### src/rtl/sram_burst_iface_if.sv
// Request/response bus and SRAM pin bundle for sram_burst_iface.
// The block sits on the slave side; the datapath controller is the master.
interface sram_burst_iface_if #(
    parameter int ADDR_W = 16,
    parameter int DATA_W = 24,
    parameter int LEN_W  = 3
);
    logic              req_valid;
    logic              req_ready;
    logic              req_write;
    logic [ADDR_W-1:0] req_addr;
    logic [LEN_W-1:0]  req_len;
    logic              abort;
    logic [DATA_W-1:0] wr_data;
    logic              wr_data_ack;
    logic [DATA_W-1:0] rd_data;
    logic              rd_valid;
    logic              done;
    logic              read_enable;
    logic              write_enable;
    logic [ADDR_W-1:0] address;
    logic [DATA_W-1:0] w_data;
    logic [DATA_W-1:0] r_data;

    modport master (
        output req_valid, req_write, req_addr, req_len, abort, wr_data,
        input  req_ready, wr_data_ack, rd_data, rd_valid, done
    );

    modport slave (
        input  req_valid, req_write, req_addr, req_len, abort, wr_data, r_data,
        output req_ready, wr_data_ack, rd_data, rd_valid, done,
               read_enable, write_enable, address, w_data
    );

    modport sram (
        input  read_enable, write_enable, address, w_data,
        output r_data
    );
endinterface

### src/rtl/sram_burst_iface.sv
// Burst SRAM access engine: each beat holds the SRAM for WAIT_CYCLES cycles,
// beats are separated by a one-cycle idle gap, and the address auto-increments.
module sram_burst_iface #(
    parameter int ADDR_W      = 16,
    parameter int DATA_W      = 24,
    parameter int WAIT_CYCLES = 12,
    parameter int LEN_W       = 3
) (
    input  logic clk,
    input  logic n_rst,
    sram_burst_iface_if.slave bus
);
    typedef enum logic [1:0] {IDLE, ACCESS, GAP, DONE} state_t;

    localparam logic [7:0] LAST_WAIT = 8'(WAIT_CYCLES - 1);

    state_t            state;
    logic              wr_q;
    logic [ADDR_W-1:0] addr_q;
    logic [LEN_W-1:0]  beats_q;
    logic [7:0]        wait_q;
    logic [DATA_W-1:0] w_data_q;
    logic [DATA_W-1:0] rd_data_q;
    logic              rd_valid_q;

    always_ff @(posedge clk or negedge n_rst) begin
        if (!n_rst) begin
            state      <= IDLE;
            wr_q       <= 1'b0;
            addr_q     <= '0;
            beats_q    <= '0;
            wait_q     <= '0;
            w_data_q   <= '0;
            rd_data_q  <= '0;
            rd_valid_q <= 1'b0;
        end else begin
            rd_valid_q <= 1'b0;
            case (state)
                IDLE: begin
                    if (bus.req_valid) begin
                        wr_q     <= bus.req_write;
                        addr_q   <= bus.req_addr;
                        beats_q  <= bus.req_len;
                        wait_q   <= '0;
                        w_data_q <= bus.req_write ? bus.wr_data : '0;
                        state    <= ACCESS;
                    end
                end
                ACCESS: begin
                    // Abort takes priority even on the final wait cycle.
                    if (bus.abort) begin
                        state <= IDLE;
                    end else if (wait_q == LAST_WAIT) begin
                        wait_q <= '0;
                        if (!wr_q) begin
                            rd_data_q  <= bus.r_data;
                            rd_valid_q <= 1'b1;
                        end
                        state <= (beats_q == '0) ? DONE : GAP;
                    end else begin
                        wait_q <= wait_q + 8'd1;
                    end
                end
                GAP: begin
                    if (wr_q) begin
                        w_data_q <= bus.wr_data;
                    end
                    if (bus.abort) begin
                        state <= IDLE;
                    end else begin
                        addr_q  <= addr_q + ADDR_W'(1);
                        beats_q <= beats_q - LEN_W'(1);
                        state   <= ACCESS;
                    end
                end
                DONE:    state <= IDLE;
                default: state <= IDLE;
            endcase
        end
    end

    // Strobes decode from state alone; only the IDLE write ack sees inputs.
    assign bus.req_ready    = (state == IDLE);
    assign bus.read_enable  = (state == ACCESS) && !wr_q;
    assign bus.write_enable = (state == ACCESS) && wr_q;
    assign bus.done         = (state == DONE);
    assign bus.address      = addr_q;
    assign bus.w_data       = w_data_q;
    assign bus.rd_data      = rd_data_q;
    assign bus.rd_valid     = rd_valid_q;
    assign bus.wr_data_ack  = n_rst &&
                              (((state == IDLE) && bus.req_valid && bus.req_write) ||
                               ((state == GAP) && wr_q));
endmodule

### src/flat_wrapper.sv
// flat-port wrapper written by rule: the top's interface ports become plain ports
module sram_burst_iface_flat 
#(
    parameter int ADDR_W      = 16,
    parameter int DATA_W      = 24,
    parameter int WAIT_CYCLES = 12,
    parameter int LEN_W       = 3
)
  (clk, n_rst, bus_req_valid, bus_req_write, bus_req_addr, bus_req_len, bus_abort, bus_wr_data, bus_r_data, bus_req_ready, bus_wr_data_ack, bus_rd_data, bus_rd_valid, bus_done, bus_read_enable, bus_write_enable, bus_address, bus_w_data);
  sram_burst_iface_if #(.ADDR_W(ADDR_W), .DATA_W(DATA_W), .LEN_W(LEN_W)) bus_i ();
  input  logic clk;
  input  logic n_rst;
  input wire logic [$bits(bus_i.req_valid)-1:0] bus_req_valid;
  input wire logic [$bits(bus_i.req_write)-1:0] bus_req_write;
  input wire logic [$bits(bus_i.req_addr)-1:0] bus_req_addr;
  input wire logic [$bits(bus_i.req_len)-1:0] bus_req_len;
  input wire logic [$bits(bus_i.abort)-1:0] bus_abort;
  input wire logic [$bits(bus_i.wr_data)-1:0] bus_wr_data;
  input wire logic [$bits(bus_i.r_data)-1:0] bus_r_data;
  output wire logic [$bits(bus_i.req_ready)-1:0] bus_req_ready;
  output wire logic [$bits(bus_i.wr_data_ack)-1:0] bus_wr_data_ack;
  output wire logic [$bits(bus_i.rd_data)-1:0] bus_rd_data;
  output wire logic [$bits(bus_i.rd_valid)-1:0] bus_rd_valid;
  output wire logic [$bits(bus_i.done)-1:0] bus_done;
  output wire logic [$bits(bus_i.read_enable)-1:0] bus_read_enable;
  output wire logic [$bits(bus_i.write_enable)-1:0] bus_write_enable;
  output wire logic [$bits(bus_i.address)-1:0] bus_address;
  output wire logic [$bits(bus_i.w_data)-1:0] bus_w_data;
  assign bus_i.req_valid = bus_req_valid;
  assign bus_i.req_write = bus_req_write;
  assign bus_i.req_addr = bus_req_addr;
  assign bus_i.req_len = bus_req_len;
  assign bus_i.abort = bus_abort;
  assign bus_i.wr_data = bus_wr_data;
  assign bus_i.r_data = bus_r_data;
  assign bus_req_ready = bus_i.req_ready;
  assign bus_wr_data_ack = bus_i.wr_data_ack;
  assign bus_rd_data = bus_i.rd_data;
  assign bus_rd_valid = bus_i.rd_valid;
  assign bus_done = bus_i.done;
  assign bus_read_enable = bus_i.read_enable;
  assign bus_write_enable = bus_i.write_enable;
  assign bus_address = bus_i.address;
  assign bus_w_data = bus_i.w_data;
  sram_burst_iface #(.ADDR_W(ADDR_W), .DATA_W(DATA_W), .WAIT_CYCLES(WAIT_CYCLES), .LEN_W(LEN_W)) u_core (.clk(clk), .n_rst(n_rst), .bus(bus_i));
endmodule
### config.mk
export PLATFORM = sky130hd
export DESIGN_NAME = sram_burst_iface_flat
export DESIGN_NICKNAME = d
export VERILOG_FILES = /design/src/rtl/sram_burst_iface_if.sv /design/src/rtl/sram_burst_iface.sv /design/src/flat_wrapper.sv
export SDC_FILE = /design/constraint.sdc
export NUM_CORES = 1
export LEC_CHECK = 0
export BUFFER_PORTS_ARGS = -buffer_cell sky130_fd_sc_hd__buf_2
export CORE_ASPECT_RATIO = 0.9
export CORE_UTILIZATION = 43
export CTS_CLUSTER_SIZE = 16
export DETAILED_ROUTE_END_ITERATION = 12
export PLACE_DENSITY = 0.8
export SYNTH_ARGS = -nofsm -noshare
export SYNTH_HDL_FRONTEND = slang
export SYNTH_SLANG_ARGS = --single-unit
export TNS_END_PERCENT = 100
### constraint.sdc
create_clock -name clk -period 1.75 [get_ports clk]
set_input_delay 0.2625 -clock clk [delete_from_list [all_inputs] [get_ports clk]]
set_output_delay 0.2625 -clock clk [all_outputs]
set_load 0.02 [all_outputs]
* Word-level counts from Yosys, hierarchy flattened
Index checks and enable logic that the tools add are counted.
W data, S select, Z words.
** Word-level totals
- ROM bits :: 0
- RAM bits :: 0
- Bits in latches :: 0
- Memories :: 0
- Output and inout port bits :: 70
- Flip-flop bits (word level) :: 79
** Operators by class
- Bitwise logic cells :: 2
- Divide/modulo/power cells :: 0
- Multiplexer cells :: 24
- $mul :: 0
- Add/subtract/negate cells :: 3
- Equal/unequal tests :: 9
- Reductions and logical operators :: 18
- Magnitude comparators :: 0
- Shifts and indexed selects :: 0
** Operators with widths (count)
- $mux W24 :: 3
- $pmux W24 S2 :: 1
- $mux W16 :: 2
- $pmux W16 S2 :: 1
- $mux W8 :: 3
- $add A16 B1 Y16 const B :: 1
- $pmux W8 S2 :: 1
- $reduce_and A3 Y1 :: 3
- $add A8 B1 Y8 const B :: 1
- $eq A8 B4 Y1 const B :: 1
- $pmux W2 S4 :: 1
- $logic_and A1 B1 Y1 :: 6
- $mux W1 :: 6
- $mux W2 :: 3
- $mux W3 :: 2
- $ne A2 B2 Y1 const B :: 3
- $pmux W3 S2 :: 1
- $eq A2 B2 Y1 const B :: 2
- $reduce_and A2 Y1 :: 2
- $reduce_and A4 Y1 :: 1
- $reduce_bool A2 Y1 :: 2
- $logic_not A3 Y1 :: 1
- $ne A3 B2 Y1 const B :: 1
- $sub A3 B1 Y3 const B :: 1
- other kinds (6) :: 7

* Logic depth before layout (Yosys ltp)
Gate-level depths: netlist (run 1).
- Depth in word-level cells :: 5
- Gate-level depth with buffers :: 7

* Worst setup path before layout (run 1)
OpenSTA, ideal clock, no wires.
- Path kind :: register -> register
- From :: register u_core.wait_q[2]
- To :: register u_core.rd_data_q[0], in the netlist u_core.bus.rd_data[0]
- Cell stages (with the launch flop) :: 7
- Data arrival time :: 1.760 ns
- Path buffers :: 2
- Path slack :: -0.135 ns
- Data required time :: 1.625 ns
- Path through :: dfrtp_1 > buf_6 > nor4b_4 > nand3_2 > nor4_4 > buf_6 > mux2_2
** On the way
- Longest elaborated chain between the ends :: 2
** Ends and longest elaborated chain
- start: declaration :: line sram_burst_iface.sv:21 : logic [7:0] wait_q;
- start signal: assignment :: line sram_burst_iface.sv:61 : wait_q <= wait_q + 8'd1;
- $eq A8 B4 Y1 :: line sram_burst_iface.sv:53 : end else if (wait_q == LAST_WAIT) begin
- $reduce_and A4 Y1 (no source line)
- end signal: assignment :: line sram_burst_iface.sv:56 : rd_data_q <= bus.r_data;
- end: declaration :: line sram_burst_iface.sv:23 : logic [DATA_W-1:0] rd_data_q;
Every way passes these cells.
A chain may end at the register's enable or synchronous reset.

* Worst setup path in the final report (run 1)
- From :: register u_core.wait_q[2]
- To :: register u_core.rd_data_q[22], in the netlist u_core.bus.rd_data[22]
The elaborated chain is that of the path after synthesis.

==> results.py, run 1 <==
metrics = {
    "min_path": {
        "min_to": "u_core.bus.rd_data[1]$_DFFE_PN0P_",
        "hold_depth": 2,
        "hold_start": "bus_r_data[1]",
        "hold_class": "input pin to flip-flop",
    },
    "critical_path": {
        "reg2regPathDepth": 6,
        "cp-start-kind": "flip-flop",
        "cp.required_ns": 1.98,
        "crit_chain": "nor4b_4, nand3_2, nor4_4, buf_6, buf_12, mux2_2",
        "slowest_delay_ns": 0.41,
        "crit_slowest_cell": "dfrtp_1",
        "crit_fanout": 13,
        "regToRegStartpoint": "u_core.wait_q[2]$_DFFE_PN0P_",
        "reg2reg_slack_ns": -0.03,
        "path_class": "flip-flop to flip-flop",
        "rr_endpoint": "u_core.bus.rd_data[22]$_DFFE_PN0P_",
        "worstSetupEndpointType": "flip-flop",
        "crit_arrival_ns": 2.00,
    },
    "grt": {
        "gr-usage-all-layers": 0.2003,
        "grt_max_degree": 58,
        "antenna_found_initial": 0,
        "grt-ovfl-total": 0,
        "grt_pass1_vias": 3155,
        "grt_pass1_wl_um": 14360,
    },
    "logic_synthesis": {
        "synth_fp_nets": 448,
        "syn_inst": 371,
        "syn_area_um2": 3679,
        "synth_top_area_share": 0.5374,
        "synthArstFlopShare": 1.000,
        "synth_cell_type_count": 38,
        "post_synth.cell_area_avg_um2": 9.915,
        "ys.flop_type": "dfrtp_1",
        "synth.largest_area_cell": "dfrtp_1",
        "yosys-top-cells-area": "dfrtp_1 (54%), nand2_1 (6.8%), mux2_2 (6.4%)",
        "ys_seq_area_frac": 0.5374,
        "yosysWarnings": 0,
        "ys_ff_latch": 79,
        "synth-edff-count": 0,
    },
    "pwr": {
        "pwr-share-clk": 0.266,
        "comb_power_share": 0.308,
        "power_frac_seq": 0.427,
        "power.leakage_uw": 0.002569,
        "switching_share": 0.3615,
        "power.density_nw_per_um2": 1155,
        "p_int_uw": 3669,
        "power.net_switching_uw": 2078,
        "ir_worst_vdd_mv": 0.7231,
    },
    "cells_and_area": {
        "drive_gt1_frac": 0.4023,
        "num-fill-cells": 709,
        "nets": 604,
        "diodes": 0,
        "regArea_um2": 1977,
        "multi_input_area_um2": 1620,
        "final_common_cell": "buf_2",
        "syn2layout_area_growth_pct": 35.31,
        "layout_common_cells": "buf_2 (140), dfrtp_1 (79), nand2_1 (67)",
    },
    "clock_network": {
        "cts_buffer_depth": 2,
        "cts_made_buffers": 9,
        "clock-sinks": 79,
        "cts_root_buffer": "clkbuf_8",
        "insertion_delay_ns": 0.34,
        "path_clk_slew_ns": 0.09,
        "htreeDepth": 3,
        "cts_tree": "built",
    },
    "drt": {
        "dr_total_vias": 3323,
        "wire_per_inst_um": 14.00,
        "route.detailed.drc": 0,
        "via_per_inst": 5.136,
        "drt_iter0_drc": 204,
        "finalWirelength_um": 9057,
        "first_pass_iters": 4,
        "ant_nets": 0,
    },
    "place": {
        "preCtsSetupSlack_ns": 0.02515,
        "gp_congestion": 0.8511,
        "io_buffers": 141,
        "hpwl_um": 6307,
    },
    "sta": {
        "fin_crit_ns": 1.777,
        "fmax_ghz": 0.5626,
        "setup_viol": 13,
        "worstMarginPinSlew_ns": 0.9921,
        "drv_slew": 0,
        "hold_violations": 0,
        "min_period_over_period": 1.016,
        "fin_worst_skew_ns": 0.006172,
        "timing.hold.ws_ns": 0.1296,
        "grt_setup_unrepaired": "yes",
        "fin_setup_tns_ns": -0.2364,
        "finalWorstSetupSlack_ns": -0.02732,
        "relSlewSlack": 0.3364,
    },
    "status": {
        "violations": "negative setup slack",
        "status": "complete, but fails checks",
    },
    "floorplan": {
        "boundaryPins": 142,
        "core_um2": 8184,
        "design.die.area_um2": 8929,
        "fp-row-count": 31,
        "die_h_um": 89.75,
        "die_w_um": 99.50,
        "initial_core_util": 0.4495,
    },
    "job": {
        "drv_cap": 0,
    },
}
==> flip-flops by register name (all words and copies together), names as in the netlist <==
| name | cells |
|---|---|
| u_core.bus.w_data | 24 |
| u_core.wait_q | 8 |
| u_core.bus.rd_valid | 1 |
| u_core.wr_q | 1 |
| u_core.bus.rd_data | 24 |
| u_core.state | 2 |
| u_core.bus.address | 16 |
| u_core.beats_q | 3 |
==> through the flow <==
| step | instance area [um2] | util | total power, uW | cells |
|---|---|---|---|---|
| finish | 4977 | 0.6082 | 5747 | 647 |
| global route | 4977 | 0.6082 | 6088 | 647 |
| CTS | 4873 | 0.5955 | 5788 | 642 |
| detailed placement | 4618 | 0.5643 | 4227 | 624 |
| global placement | 4618 | 0.5643 | 4162 | 624 |
| floorplan | 3679 | - | 3507 | 371 |
==> Yosys cell counts, types with 2 or more instances <==
| library cell | count |
|---|---|
| nand4_1 | 10 |
| a21o_1 | 3 |
| ha_1 | 5 |
| nor3_1 | 3 |
| o22ai_1 | 7 |
| and2_1 | 4 |
| inv_1 | 8 |
| o21ai_0 | 16 |
| buf_6 | 3 |
| a311o_1 | 2 |
| a22oi_1 | 2 |
| clkbuf_1 | 19 |
| mux2_2 | 21 |
| dfrtp_1 | 79 |
| mux2_1 | 3 |
| nand2b_1 | 7 |
| and4_1 | 3 |
| and3_1 | 5 |
| xor2_1 | 5 |
| nand2_1 | 67 |
| nor2_1 | 21 |
| nand3_1 | 33 |
| a2bb2oi_1 | 3 |
| a21oi_1 | 28 |
==> cell families (layout without fill, tap and decap cells) <==
group                      after synthesis  count (layout)  synth area share
AOI/OAI and AO/OA                       67              67            0.1078
DFF                                     79              79            0.5374
xor gates and xnor gates                 6               6           0.01429
adders and majority gates                5               5           0.01701
and+or+nand+nor                        158             158            0.2092
muxes                                   25              25           0.07619
buffers and inverters                   31             192           0.03809
==> worst max-delay path by stage <==
stage,start,end,slack [ns],cells past startpoint
3_3_place_gp,u_core.wait_q[2]$_DFFE_PN0P_,u_core.bus.rd_data[5]$_DFFE_PN0P_,0.08,5
4_1_cts,u_core.wait_q[2]$_DFFE_PN0P_,u_core.bus.rd_data[22]$_DFFE_PN0P_,0.01,5
5_1_grt,u_core.wait_q[2]$_DFFE_PN0P_,u_core.bus.rd_data[2]$_DFFE_PN0P_,-0.09,6
3_5_place_dp,u_core.wait_q[2]$_DFFE_PN0P_,u_core.bus.rd_data[6]$_DFFE_PN0P_,0.03,5
6_report,u_core.wait_q[2]$_DFFE_PN0P_,u_core.bus.rd_data[22]$_DFFE_PN0P_,-0.03,6
2_1_floorplan,u_core.wait_q[2]$_DFFE_PN0P_,u_core.bus.rd_data[0]$_DFFE_PN0P_,-0.14,6
==> critical path: cells and delay by family, from the launching register on <==
| kind | cells | cell delay [ns] |
|---|---|---|
| simple gates | 3 | 0.61 |
| flops | 1 | 0.41 |
| mux | 1 | 0.34 |
| buf+inv | 2 | 0.31 |
==> power groups by stage <==
| stage | Sequential, uW | Clock [uW] | Combinational, uW |
|---|---|---|---|
| after detailed placement | 2470 | 0 | 1760 |
| after global routing | 2500 | 1660 | 1930 |
| after CTS | 2440 | 1580 | 1760 |
| after floorplan | 2790 | 0 | 716 |
| after global placement | 2450 | 0 | 1710 |
| final | 2450 | 1530 | 1770 |
==> final cells by class <==
cell class / instances / area share
tap: 115 / 0.02891
clock buffer: 9 / 0.02489
inverter: 8 / 0.006033
clock inverter: 7 / 0.02086
multi-input combinational: 261 / 0.3255
sequential: 79 / 0.3972
timing repair buffer: 168 / 0.1966
==> metal layers <==
layer  GRT usage  share of wire  vias to the layer above
li1            -              -                     1610
met1      0.2454           0.43                     1579
met2      0.3391           0.50                      123
met3     0.04743          0.053                       11
met4     0.07966          0.014                        0
met5           0              0                        -
==> timing repair <==
action,in CTS,in global routing
setup endpoints to repair,1,28
resized for setup,2,14
hold buffers,2,0
gates cloned,0,2
hold endpoints to repair,22,0
buffers inserted,0,3
pin swaps,0,0
(Power assumes the default switching activity.)
==> run 2: changes to the inputs <==
--- a/config.mk
+++ b/config.mk
@@ -5,8 +5,8 @@
 export SDC_FILE = /design/constraint.sdc
 export NUM_CORES = 1
 export LEC_CHECK = 0
+export ABC_CLOCK_PERIOD_IN_PS = 1750
 export BUFFER_PORTS_ARGS = -buffer_cell sky130_fd_sc_hd__buf_2
-export CORE_ASPECT_RATIO = 0.9
 export CORE_UTILIZATION = 43
 export CTS_CLUSTER_SIZE = 16
 export DETAILED_ROUTE_END_ITERATION = 12
==> run 2 against run 1 <==
  * The run now ends clean
  * Worst hold slack is essentially flat
  * Clock power is 19% lower
  * First-iteration DRC count down 45%
  * Worst setup slack improved by 0.052 ns
  * Design area down 2.4%
  * Utilization decreased by 2.0 points
  * Via count fell by 1.3%
  * Clock skew is 0.0047 ns higher
  * Global-route usage about the same
  * Die area about the same
  * Power is 4.8% lower
  * Fmax increased by 3.0%
  * Critical path type unchanged
  * Largest power group unchanged
==> results.py, run 2 (synthesis results as in run 1) <==
metrics = {
    "place": {
        "hpwl_um": 6328,
        "placed_cell_area_um2": 4608,
        "preCtsSetupSlack_ns": 0.009523,
        "io_buffers": 141,
        "placedCellCount": 616,
        "gp_congestion": 0.7935,
    },
    "clock_network": {
        "cts_buffer_depth": 2,
        "path_clk_slew_ns": 0.08,
        "htreeDepth": 3,
        "insertion_delay_ns": 0.35,
        "cts_made_buffers": 9,
        "cts_root_buffer": "clkbuf_8",
        "cts_tree": "built",
        "clock-sinks": 79,
    },
    "floorplan": {
        "die_h_um": 94.49,
        "design.die.area_um2": 8928,
        "initial_core_util": 0.4455,
        "die_w_um": 94.49,
        "fp-row-count": 33,
        "boundaryPins": 142,
        "core_um2": 8258,
    },
    "cells_and_area": {
        "fin_area_um2": 4857,
        "layout_common_cells": "buf_2 (138), dfrtp_1 (78), nand2_1 (66)",
        "num-fill-cells": 725,
        "final_common_cell": "buf_2",
        "stdcell_count": 635,
        "diodes": 0,
        "final_util": 0.5882,
        "nets": 602,
        "syn2layout_area_growth_pct": 32.04,
        "drive_gt1_frac": 0.4057,
    },
    "drt": {
        "drt_iter0_drc": 112,
        "first_pass_iters": 4,
        "finalWirelength_um": 8774,
        "wire_per_inst_um": 13.82,
        "ant_nets": 0,
        "via_per_inst": 5.164,
        "route.detailed.drc": 0,
        "dr_total_vias": 3279,
    },
    "critical_path": {
        "reg2reg_slack_ns": 0.02,
        "path_class": "flip-flop to flip-flop",
        "cp-start-kind": "flip-flop",
        "reg2regPathDepth": 5,
        "crit_fanout": 25,
        "crit_arrival_ns": 1.95,
        "worstSetupEndpointType": "flip-flop",
        "cp.required_ns": 1.98,
    },
    "grt": {
        "grt_pass1_vias": 3042,
        "grt-ovfl-total": 0,
        "grt_pass1_wl_um": 13850,
        "gr-usage-all-layers": 0.2008,
        "antenna_found_initial": 0,
        "grt_max_degree": 80,
    },
    "min_path": {
        "hold_depth": 3,
        "hold_class": "input pin to flip-flop",
    },
    "sta": {
        "fmax_ghz": 0.5795,
        "setup_viol": 0,
        "grt_setup_unrepaired": "yes",
        "finalWorstSetupSlack_ns": 0.02423,
        "drv_slew": 0,
        "relSlewSlack": 0.4845,
        "fin_worst_skew_ns": 0.01083,
        "worstMarginPinSlew_ns": 0.7733,
        "hold_violations": 0,
        "timing.hold.ws_ns": 0.1293,
        "fin_crit_ns": 1.726,
        "min_period_over_period": 0.9862,
    },
    "job": {
        "drv_cap": 0,
    },
    "pwr": {
        "power.leakage_uw": 0.002518,
        "power.density_nw_per_um2": 1127,
        "ir_worst_vdd_mv": 0.5902,
    },
    "status": {
        "status": "finished, final reports clean",
    },
}
==> run 2: cell types whose count changed in the layout (fill, tap and decap cells not counted), sizes merged <==
| cell | before | now |
|---|---|---|
| clkinv | 0 | 4 |
| bufinv | 2 | 0 |
| dlygate4sd3 | 2 | 1 |
| inv | 11 | 8 |
==> run 2: final timing paths <==
check,from,end
setup / recovery,u_core.wait_q[2]$_DFFE_PN0P_,u_core.bus.rd_data[7]$_DFFE_PN0P_
hold / removal,bus_wr_data[4],u_core.bus.w_data[4]$_DFFE_PN0P_
setup reg to reg,u_core.wait_q[2]$_DFFE_PN0P_,u_core.bus.rd_data[7]$_DFFE_PN0P_
hold reg to reg,u_core.bus.w_data[0]$_DFFE_PN0P_,u_core.bus.w_data[0]$_DFFE_PN0P_
max in group asynchronous,n_rst,u_core.bus.w_data[17]$_DFFE_PN0P_
min in group asynchronous,n_rst,u_core.bus.address[0]$_DFFE_PN0P_
==> run 2: worst max-delay path: stages, from the launching register on <==
cell	delay, ns
dfrtp_1	0.41
nor4b_4	0.28
nand3_2	0.14
nor4_4	0.20
buf_12	0.22
mux2_2	0.35
==> run 2: per-layer routing <==
layer / vias to the layer above / routed length, um / part of all wire / GRT usage
li1: 1601 / - / - / -
met1: 1541 / 3858 / 0.44 / 0.2508
met2: 124 / 4205 / 0.48 / 0.3357
met3: 13 / 557 / 0.063 / 0.04267
met4: 0 / 152 / 0.017 / 0.08712
met5: - / 0 / 0 / 0
==> run 2: final cells by class <==
| cell class | instances | area [um2] | share of cell area |
|---|---|---|---|
| Sequential cell | 79 | 1978 | 0.4073 |
| Multi-Input combinational cell | 261 | 1598 | 0.3290 |
| Timing Repair Buffer | 166 | 935.9 | 0.1927 |
| Clock buffer | 10 | 137.6 | 0.02834 |
| Tap cell | 105 | 131.4 | 0.02705 |
| Clock inverter | 6 | 46.29 | 0.009531 |
| Inverter | 8 | 30.03 | 0.006182 |
==> run 2: repair_timing <==
| action | in CTS | in global routing |
|---|---|---|
| resized for setup | 4 | 11 |
| hold buffers | 1 | 0 |
| setup buffers | 2 | 0 |
| pin swaps | 0 | 1 |
| endpoints found under the hold margin | 79 | 0 |
| endpoints found under the setup margin | 2 | 33 |
| gates cloned | 0 | 0 |
==> run 2: stage by stage <==
step                      total power, uW  setup TNS, ns
after global placement               4177              0
after CTS                            5518              0
after global routing                 5836        -0.8060
after floorplan                      3507         -2.512
after detailed placement             4245              0
final                                5473              0
==> run 2: power by group <==
group          internal (uW)  switching, uW
Combinational            699           1090
Clock                    558            681
Sequential              2170            277
